--- config.mk ---
export PLATFORM = sky130hd
export DESIGN_NAME = decode_rf_sb
export DESIGN_NICKNAME = d
export VERILOG_FILES = /design/src/rtl/cpu_pkg.sv /design/src/rtl/reg_scoreboard.sv /design/src/rtl/decode_rf_sb.sv
export SDC_FILE = /design/constraint.sdc
export NUM_CORES = 2
export LEC_CHECK = 0
export CORE_ASPECT_RATIO = 1.25
export CORE_UTILIZATION = 52
export CTS_BUF_LIST = sky130_fd_sc_hd__clkbuf_16
export DETAILED_ROUTE_END_ITERATION = 6
export DONT_BUFFER_PORTS = 1
export GPL_TIMING_DRIVEN = 0
export PLACE_DENSITY = 0.77
export SYNTH_ARGS = -nofsm -noshare
export SYNTH_HDL_FRONTEND = slang
export SYNTH_SLANG_ARGS = --single-unit
export TNS_END_PERCENT = 20
--- constraint.sdc ---
create_clock -name clock -period 11.95 [get_ports clock]
set_clock_uncertainty 0.05 [all_clocks]
set_input_delay 1.195 -clock clock [delete_from_list [all_inputs] [get_ports clock]]
set_output_delay 1.195 -clock clock [all_outputs]
set_load 0.02 [all_outputs]
--- src/rtl/cpu_pkg.sv ---
// Shared CPU decode constants and small helpers.
package cpu_pkg;

    localparam logic [5:0] OP_JAL   = 6'h03;
    localparam logic [5:0] OP_SLTIU = 6'h0B;
    localparam logic [5:0] OP_ANDI  = 6'h0C;
    localparam logic [5:0] OP_ORI   = 6'h0D;
    localparam logic [5:0] OP_XORI  = 6'h0E;

    // Logical and unsigned-compare immediates take a zero-extended operand.
    function automatic logic is_zext_op(input logic [5:0] op);
        return (op == OP_SLTIU) || (op == OP_ANDI) || (op == OP_ORI) || (op == OP_XORI);
    endfunction

endpackage

--- src/rtl/reg_scoreboard.sv ---
// Pending-load scoreboard: one bit per register, population count and decode stall.
// Macro DECODE_RF_BYPASS_EN lets a same-cycle clearing write release the stall.
module reg_scoreboard #(
    parameter int REG_NUM = 32,
    parameter int AW      = 5
) (
    input  logic          clock,
    input  logic          reset,
    input  logic          issue_valid,
    input  logic          issue_load,
    input  logic [AW-1:0] rs,
    input  logic [AW-1:0] rt,
    input  logic          clr_en,
    input  logic [AW-1:0] clr_addr,
    output logic          stall,
    output logic [AW:0]   pend_cnt
);

    logic [REG_NUM-1:0] pending;
    logic [REG_NUM-1:0] pending_nxt;
    logic [REG_NUM-1:0] set_mask;
    logic [REG_NUM-1:0] clr_mask;
    logic [REG_NUM-1:0] pend_eff;
    logic [AW:0]        cnt_nxt;
    logic               accept;

    always_comb begin
        clr_mask = '0;
        if (clr_en) begin
            clr_mask[clr_addr] = 1'b1;
        end
`ifdef DECODE_RF_BYPASS_EN
        pend_eff = pending & ~clr_mask;
`else
        pend_eff = pending;
`endif
        stall  = issue_valid & (pend_eff[rs] | pend_eff[rt]);
        accept = issue_valid & issue_load & ~stall & (rt != '0);

        set_mask = '0;
        if (accept) begin
            set_mask[rt] = 1'b1;
        end
        // Set is applied after clear so a same-register collision stays pending.
        pending_nxt    = (pending & ~clr_mask) | set_mask;
        pending_nxt[0] = 1'b0;

        cnt_nxt = '0;
        for (int i = 0; i < REG_NUM; i++) begin
            cnt_nxt = cnt_nxt + (AW+1)'(pending_nxt[i]);
        end
    end

    always_ff @(posedge clock or negedge reset) begin
        if (!reset) begin
            pending  <= '0;
            pend_cnt <= '0;
        end else begin
            pending  <= pending_nxt;
            pend_cnt <= cnt_nxt;
        end
    end

endmodule

--- src/rtl/decode_rf_sb.sv ---
// Decode-stage register file with write-back muxing, immediate extension and load scoreboard.
// Macro DECODE_RF_BYPASS_EN forwards write-back data to matching read ports.
module decode_rf_sb
    import cpu_pkg::*;
#(
    parameter int DATA_W  = 32,
    parameter int REG_NUM = 32,
    localparam int AW     = $clog2(REG_NUM)
) (
    input  logic              clock,
    input  logic              reset,
    input  logic [31:0]       instr,
    output logic [DATA_W-1:0] rd_data_1,
    output logic [DATA_W-1:0] rd_data_2,
    output logic [DATA_W-1:0] imm_ext,
    input  logic              issue_valid,
    input  logic              issue_load,
    output logic              stall,
    input  logic              wb_valid,
    input  logic              reg_write,
    input  logic              mem_to_reg,
    input  logic              reg_dst,
    input  logic              jal,
    input  logic [AW-1:0]     wb_rt,
    input  logic [AW-1:0]     wb_rd,
    input  logic [DATA_W-1:0] alu_result,
    input  logic [DATA_W-1:0] mem_data,
    input  logic [DATA_W-1:0] link_addr,
    output logic [AW:0]       pend_cnt
);

    localparam logic [AW-1:0] LINK = AW'(REG_NUM - 1);

    logic [DATA_W-1:0] regs [REG_NUM];
    logic [AW-1:0]     rs;
    logic [AW-1:0]     rt;
    logic [AW-1:0]     dest;
    logic [DATA_W-1:0] wb_data;
    logic              we;

    assign rs = instr[21 +: AW];
    assign rt = instr[16 +: AW];

    always_comb begin
        dest    = wb_rt;
        wb_data = alu_result;
        if (jal) begin
            dest    = LINK;
            wb_data = link_addr;
        end else begin
            if (reg_dst) begin
                dest = wb_rd;
            end
            if (mem_to_reg) begin
                wb_data = mem_data;
            end
        end
        we = wb_valid & reg_write & (dest != '0);
    end

    always_comb begin
        if (is_zext_op(instr[31:26])) begin
            imm_ext = DATA_W'(instr[15:0]);
        end else begin
            imm_ext = DATA_W'($signed(instr[15:0]));
        end
    end

    always_ff @(posedge clock or negedge reset) begin
        if (!reset) begin
            for (int i = 0; i < REG_NUM; i++) begin
                regs[i] <= '0;
            end
        end else if (we) begin
            regs[dest] <= wb_data;
        end
    end

    // Register 0 is hardwired; we never targets it, so bypass needs no zero check.
    always_comb begin
        rd_data_1 = (rs == '0) ? '0 : regs[rs];
        rd_data_2 = (rt == '0) ? '0 : regs[rt];
`ifdef DECODE_RF_BYPASS_EN
        if (we && (dest == rs)) begin
            rd_data_1 = wb_data;
        end
        if (we && (dest == rt)) begin
            rd_data_2 = wb_data;
        end
`endif
    end

    reg_scoreboard #(
        .REG_NUM (REG_NUM),
        .AW      (AW)
    ) u_sb (
        .clock       (clock),
        .reset       (reset),
        .issue_valid (issue_valid),
        .issue_load  (issue_load),
        .rs          (rs),
        .rt          (rt),
        .clr_en      (we),
        .clr_addr    (dest),
        .stall       (stall),
        .pend_cnt    (pend_cnt)
    );

endmodule

== Yosys cells after proc, flatten, opt, wreduce, memory -nomap -nowiden ==
Cells that the tools add are included.
Widths: inputs -> output; s select.

* Bits in registers: 1061
* Input bits: 147
* Output and inout port bits: 103
* Logic and storage cells: 127

* $add $sub $neg: 30
* $lt $le $gt $ge: 9
* Eq/ne operators: 4
* Mux-type cells: 26
* Bitwise gates (word level): 14
* Reduce and logical (&&, ||, !) cells: 10

{| class="wikitable"
|+ Operators with widths
! kind !! number
|-
| $bwmux 1024 || 1
|-
| $mux 32 || 12
|-
| $bmux 32 s5 || 2
|-
| $add 6x1->6 || 29
|-
| $demux 32 s5 || 1
|-
| $and 32x32->32 || 1
|-
| $not 32->32 || 1
|-
| $or 32x32->32 || 1
|-
| $eq 6x4->1 const B || 4
|-
| $ge 6x6->1 const B || 3
|-
| $lt 5x6->1 const B || 3
|-
| $not 5->6 || 3
|-
| $bmux 1 s5 || 2
|-
| $demux 1 s5 || 2
|-
| $ge 5x1->1 const B || 2
|-
| $logic_not 5->1 || 2
|-
| $mux 5 || 2
|-
| $reduce_bool 5->1 || 2
|-
| $and 1x1->1 || 6
|-
| $lt 6x1->1 const B || 1
|-
| $mux 1 || 4
|-
| $logic_and 1x1->1 || 3
|-
| $logic_or 1x1->1 || 3
|-
| $add 1x1->2 || 1
|-
| 2 further kinds || 2
|}

== Longest topological paths before layout ==
* Word-level depth: 40
* Depth in mapped cells: 28

== By module ==
Synthesis repeated with hierarchy kept, for this count alone.

* Cell total of the unflattened synthesis: 4241
* Area, all modules: 58574.9 µm²

{| class="wikitable"
|+ By module, submodules not included
! module !! instances !! cells an instance !! area an instance (µm²) !! seq. area each (µm²)
|-
| decode_rf_sb || 1 || 3929 || 55524.5 || 25624.6
|-
| reg_scoreboard || 1 || 312 || 3050.4 || 925.9
|}

== Worst setup path after synthesis ==
Ideal clock, no wire load.

* Path type: input -> register
* From: input instr[16]
* To: register u_sb.pend_cnt[4]
* Data arrival time: 6.994 ns
* Data required time: 11.777 ns
* Path slack: 4.783 ns
* Stages: 27
* Buffers on the path: 5
* Path through: buf_2 buf_4 buf_4 buf_2 a31oi_1 o21ai_0 nor3_1 buf_2 a32o_1 ha_1 fa_1 fa_1 fa_1 inv_1 fa_1 inv_1 fa_1 inv_1 fa_1 inv_1 ha_1 inv_1 fa_1 inv_1 a21o_1 a21oi_1 xnor2_1

* Cells in the longest elaborated chain, start to end: 39
* Elaborated cells between the ends (all ways): 45
* Classes of those cells: 30 x add/sub; 2 x order compare; 5 x mux; 6 x bitwise; 2 x reduce/logical

{| class="wikitable"
|+ Ends and longest elaborated chain
! item !! line !! source
|-
| start: declaration || decode_rf_sb.sv:12 || <nowiki>input logic [31:0] instr,</nowiki>
|-
| $bmux 1 s5 || reg_scoreboard.sv:37 || <nowiki>stall = issue_valid & (pend_eff[rs] | pend_eff[rt]);</nowiki>
|-
| $mux 1 (not written as such) || reg_scoreboard.sv:37 ||
|-
| $or 1x1->1 || reg_scoreboard.sv:37 ||
|-
| $and 1x1->1 || reg_scoreboard.sv:37 ||
|-
| $not 1->1 || reg_scoreboard.sv:38 || <nowiki>accept = issue_valid & issue_load & ~stall & (rt != '0);</nowiki>
|-
| $and 1x1->1 (2 in series) || reg_scoreboard.sv:38 ||
|-
| $mux 32 * || reg_scoreboard.sv:41 || <nowiki>if (accept) begin</nowiki>
|-
| $or 32x32->32 * || reg_scoreboard.sv:45 || <nowiki>pending_nxt = (pending & ~clr_mask) | set_mask;</nowiki>
|-
| via u_sb.pending_nxt[1] || reg_scoreboard.sv:20 || <nowiki>logic [REG_NUM-1:0] pending_nxt;</nowiki>
|-
| $add 1x1->2 * || reg_scoreboard.sv:50 || <nowiki>cnt_nxt = cnt_nxt + (AW+1)'(pending_nxt[i]);</nowiki>
|-
| $add 6x1->6 * (29 in series) || reg_scoreboard.sv:50 ||
|-
| via u_sb.cnt_nxt[4] || reg_scoreboard.sv:24 || <nowiki>logic [AW:0] cnt_nxt;</nowiki>
|-
| end signal: assignment || reg_scoreboard.sv:60 || <nowiki>pend_cnt <= cnt_nxt;</nowiki>
|-
| end: declaration || reg_scoreboard.sv:16 || <nowiki>output logic [AW:0] pend_cnt</nowiki>
|}

Mark *: on every way through the listed nets, which the timed path passes. The rest lies on a longest branch. The select of a mux whose other input is x is not followed.
A chain may end at the register's enable or synchronous reset.

== Worst setup path in the final report ==
* From: input instr[18]
* To: register u_sb.pend_cnt[4]

* Elaborated cells between the ends (all ways): 45
* Classes of those cells: 30 x add/sub; 2 x order compare; 5 x mux; 6 x bitwise; 2 x reduce/logical

{| class="wikitable"
|+ RTL lines
! item !! line
|-
| $bmux 1 s5 || reg_scoreboard.sv:37
|-
| $mux 1 (not written as such) || reg_scoreboard.sv:37
|-
| $or 1x1->1 || reg_scoreboard.sv:37
|-
| $and 1x1->1 || reg_scoreboard.sv:37
|-
| $not 1->1 || reg_scoreboard.sv:38
|-
| $and 1x1->1 (2 in series) || reg_scoreboard.sv:38
|-
| $mux 32 * || reg_scoreboard.sv:41
|-
| $or 32x32->32 * || reg_scoreboard.sv:45
|-
| via u_sb.pending_nxt[9] || reg_scoreboard.sv:20
|-
| $add 6x1->6 * (23 in series) || reg_scoreboard.sv:50
|-
| via u_sb.cnt_nxt[4] || reg_scoreboard.sv:24
|}

Marked as above.

==> run metrics <==
DRT antenna net count 0; Final Setup Violations 0; Root Buffer clkbuf_16; leakage 25.8 nW; kind of cell adding the most delay to the critical path adder cells; Yosys warning count 0; FFs w/ async S/R, synth 100%; CP Class input pin to flip-flop; largest net degree at the start of global routing 1062; slowest library cell on the worst path clkbuf_1; WP data arrival 9.34 ns; ranking of synthesized cells by area dfrtp_1 48%, mux4_2 23%, o21ai_0 9.0%, nand2_1 7.1%, clkbuf_1 2.9%; fmax 114 MHz; dpl hpwl 176000 um; DRC 148; failing checks DRC, capacitance limit, slew limit; number of distinct library cells after synthesis 63; area added between synthesis and finish 9.88%; DRT Pass-1 Iters 7; routed len/inst 39.3 um; measured slew at the worst slew-check pin 1.71 ns; Post-Syn Instances 4879; Critical Path RT 12.53 ns; Starting Density 52.6%; Tot GR Track Use 47.9%; crit start category input pin; GPL Wtd Cong 1.12; Die H 367 um; DIE AREA 108000 sq um; Core Area 106000 sq um; Nets 5180; Mapped Area 55500 sq um; Max H-tree Level 3; num ports 250; Worst Path Buf+Inv 11; maximum fanout along the worst path 10; Synth area leader dfrtp_1; number of synthesized flops with an enable pin 0; initial antenna violation count 24; Main synth FF type dfrtp_1; RSZ-0062 raised after global routing no; Routed WL 256000 um; Vias per Instance 7.53; Die Width 294 um; Slew Viols, Final 175; PortBufs 0; sequential fraction of the synthesis area 47.8%; CTS tree yes; global-route wire length before repair 354000 um; Cells after DPL 6297; fin area 61000 sq um; final cell count without fillers 6526; # resized after CTS 0; CTS Hold Bufs 0; type of the most critical hold path input pin to asynchronous set/reset pin; routed vias 49.2k; Yosys reg bits 1061; Reg clk slew, reported paths 0.06 ns; setup TNS 0 ns; Worst VDD drop 0.000396 V; Num CTS Buffers 109; synthesized net count 5058; drt initial violations 9241; final hold violations 0; Slew HR -13.8%; buffer count from post-CTS setup fixing 0; outcome complete, but fails checks; critical path, cell by cell clkbuf_1 > inv_1 > and2_1 > clkbuf_1 > clkbuf_1 > clkbuf_1 > a32o_1 > fa_1 > fa_1 > fa_1 > inv_1 > fa_1 > inv_1 > fa_1 > inv_1 > fa_1 > inv_1 > ha_1 > inv_1 > fa_1 > inv_1 > a21o_1 > a21oi_1 > xnor2_1; Synth Area per Inst 11.4 sq um; min Tclk post-route 8.76 ns; row count 133; pwr/cell area 163 nW/um^2; CP Capture Type flip-flop; clock buffer depth 3; Clock Sinks 1061; MaxCap Viol Count 18; Remaining Overflow, GRT 0; clk_lat worst skew 0.74 ns; share of cells above drive strength 1 18.1%; vias in the first global route 47.0k; delay of the slowest cell on the worst path 1.08 ns; placed inst area 57300 sq um; top-area cell type share of the netlist area 47.8%; crit share post-route 73.3%
synth_stat cells, types with 23 or more instances:
| library cell | count |
|---|---|
| nand2_1 | 1052 |
| a22oi_1 | 74 |
| o21ai_0 | 1003 |
| a22o_1 | 45 |
| mux4_2 | 566 |
| a21oi_1 | 37 |
| a31oi_1 | 45 |
| mux2_2 | 31 |
| buf_2 | 89 |
| buf_4 | 37 |
| nor2_1 | 76 |
| clkbuf_1 | 427 |
| mux2i_1 | 68 |
| dfrtp_1 | 1061 |
| inv_1 | 35 |
| fa_1 | 23 |
| a221oi_1 | 32 |
per-stage QoR:
stage          power (mW)  utilization, %  hold slack [ns]  setup slack (ns)
5_1_grt              10.2            57.8            0.145              3.20
4_1_cts              9.71            57.5            0.231              3.72
3_5_place_dp         6.39            54.3            0.398              3.06
2_1_floorplan        5.65               -            0.375              4.78
3_3_place_gp         6.30            54.3            0.387              3.14
6_report             9.96            57.8            0.129              3.19
cells in the final DEF (no fill, tap or decap), types with 5 or more instances in the layout:
master	n
o31ai_2	5
dfrtp_1	1061
and2_1	5
clkbuf_16	111
a21oi_1	37
nand2_1	1052
buf_2	90
o21ai_0	1002
buf_16	5
a22oi_1	74
mux4_2	566
mux2i_1	68
diode_2	24
fa_1	23
clkbuf_1	414
inv_1	51
buf_6	7
nor2_1	76
a22o_1	45
o31ai_1	9
o21ai_1	8
bufinv_16	9
nand3_1	17
clkbuf_2	14
buf_4	38
clkinv_2	23
mux2_2	31
a221oi_1	32
ha_1	9
a21boi_0	10
nor3_1	6
a31oi_1	44
clkinv_1	28
o31a_1	5
buf_1	18
nor2b_1	10
flip-flops by register name, indices dropped and copies added (netlist names):
register / cells
u_sb.pend_eff: 31
regs: 1024
u_sb.pend_cnt: 6
power breakdown:
group / internal (mW) / switching, mW / leakage [nW]
clock: 1.86 / 1.55 / 1.73
sequential: 3.99 / 0.315 / 14.4
combinational: 0.867 / 1.37 / 9.65
total: 6.72 / 3.24 / 25.8
worst reg2reg max path: cells and delay by family, from the launching register on:
kind	cells	cell delay [ns]
buf+inv	7	0.72
xor+xnor	1	0.18
mux	1	0.48
fa+ha+maj	9	3.86
flops	1	0.45
simple gates	3	0.52
compound gates	4	0.59
layer usage:
metal / GRT usage (%) / vias up / routed length [um]
met4: 46.0 / 28 / 32700
li1: - / 18000 / -
met3: 25.9 / 1640 / 44400
met1: 53.2 / 24300 / 75500
met2: 64.3 / 5208 / 103000
met5: 1.04 / - / 296
path summary, 6_finish.rpt:
path,startpoint,endpoint,slack [ns],depth (start not counted)
setup / recovery,instr[18],u_sb.pend_cnt[4],3.19,24
hold / removal,reset,regs[857],0.13,0
setup reg to reg,u_sb.pend_eff[18],u_sb.pend_cnt[4],4.99,25
hold reg to reg,regs[997],regs[997],0.42,1
max in group asynchronous,reset,regs[12],8.88,3
min in group clock,regs[997],regs[997],0.42,1
cells by family after synthesis:
| logic type | synth area share, % |
|---|---|
| buffers and inverters | 4.68 |
| flip-flops | 47.8 |
| AO/OA/AOI/OAI | 13.1 |
| AND/OR/NAND/NOR | 8.43 |
| XOR/XNOR | 0.0631 |
| multiplexers | 24.8 |
| adder cells (fa/ha/maj) | 1.03 |
area by class of cell:
class	count	area [sq um]
plain buffers	579	2490
diodes	24	60.1
clock buffers	111	2780
repair buffers	11	216
flip-flops and latches	1061	26600
well taps	1417	1770
clock inverters	84	616
multi-input cells	3204	26400
fillers	8827	44500
inverters	35	131
Note: power is estimated with default switching activity, not from simulation.
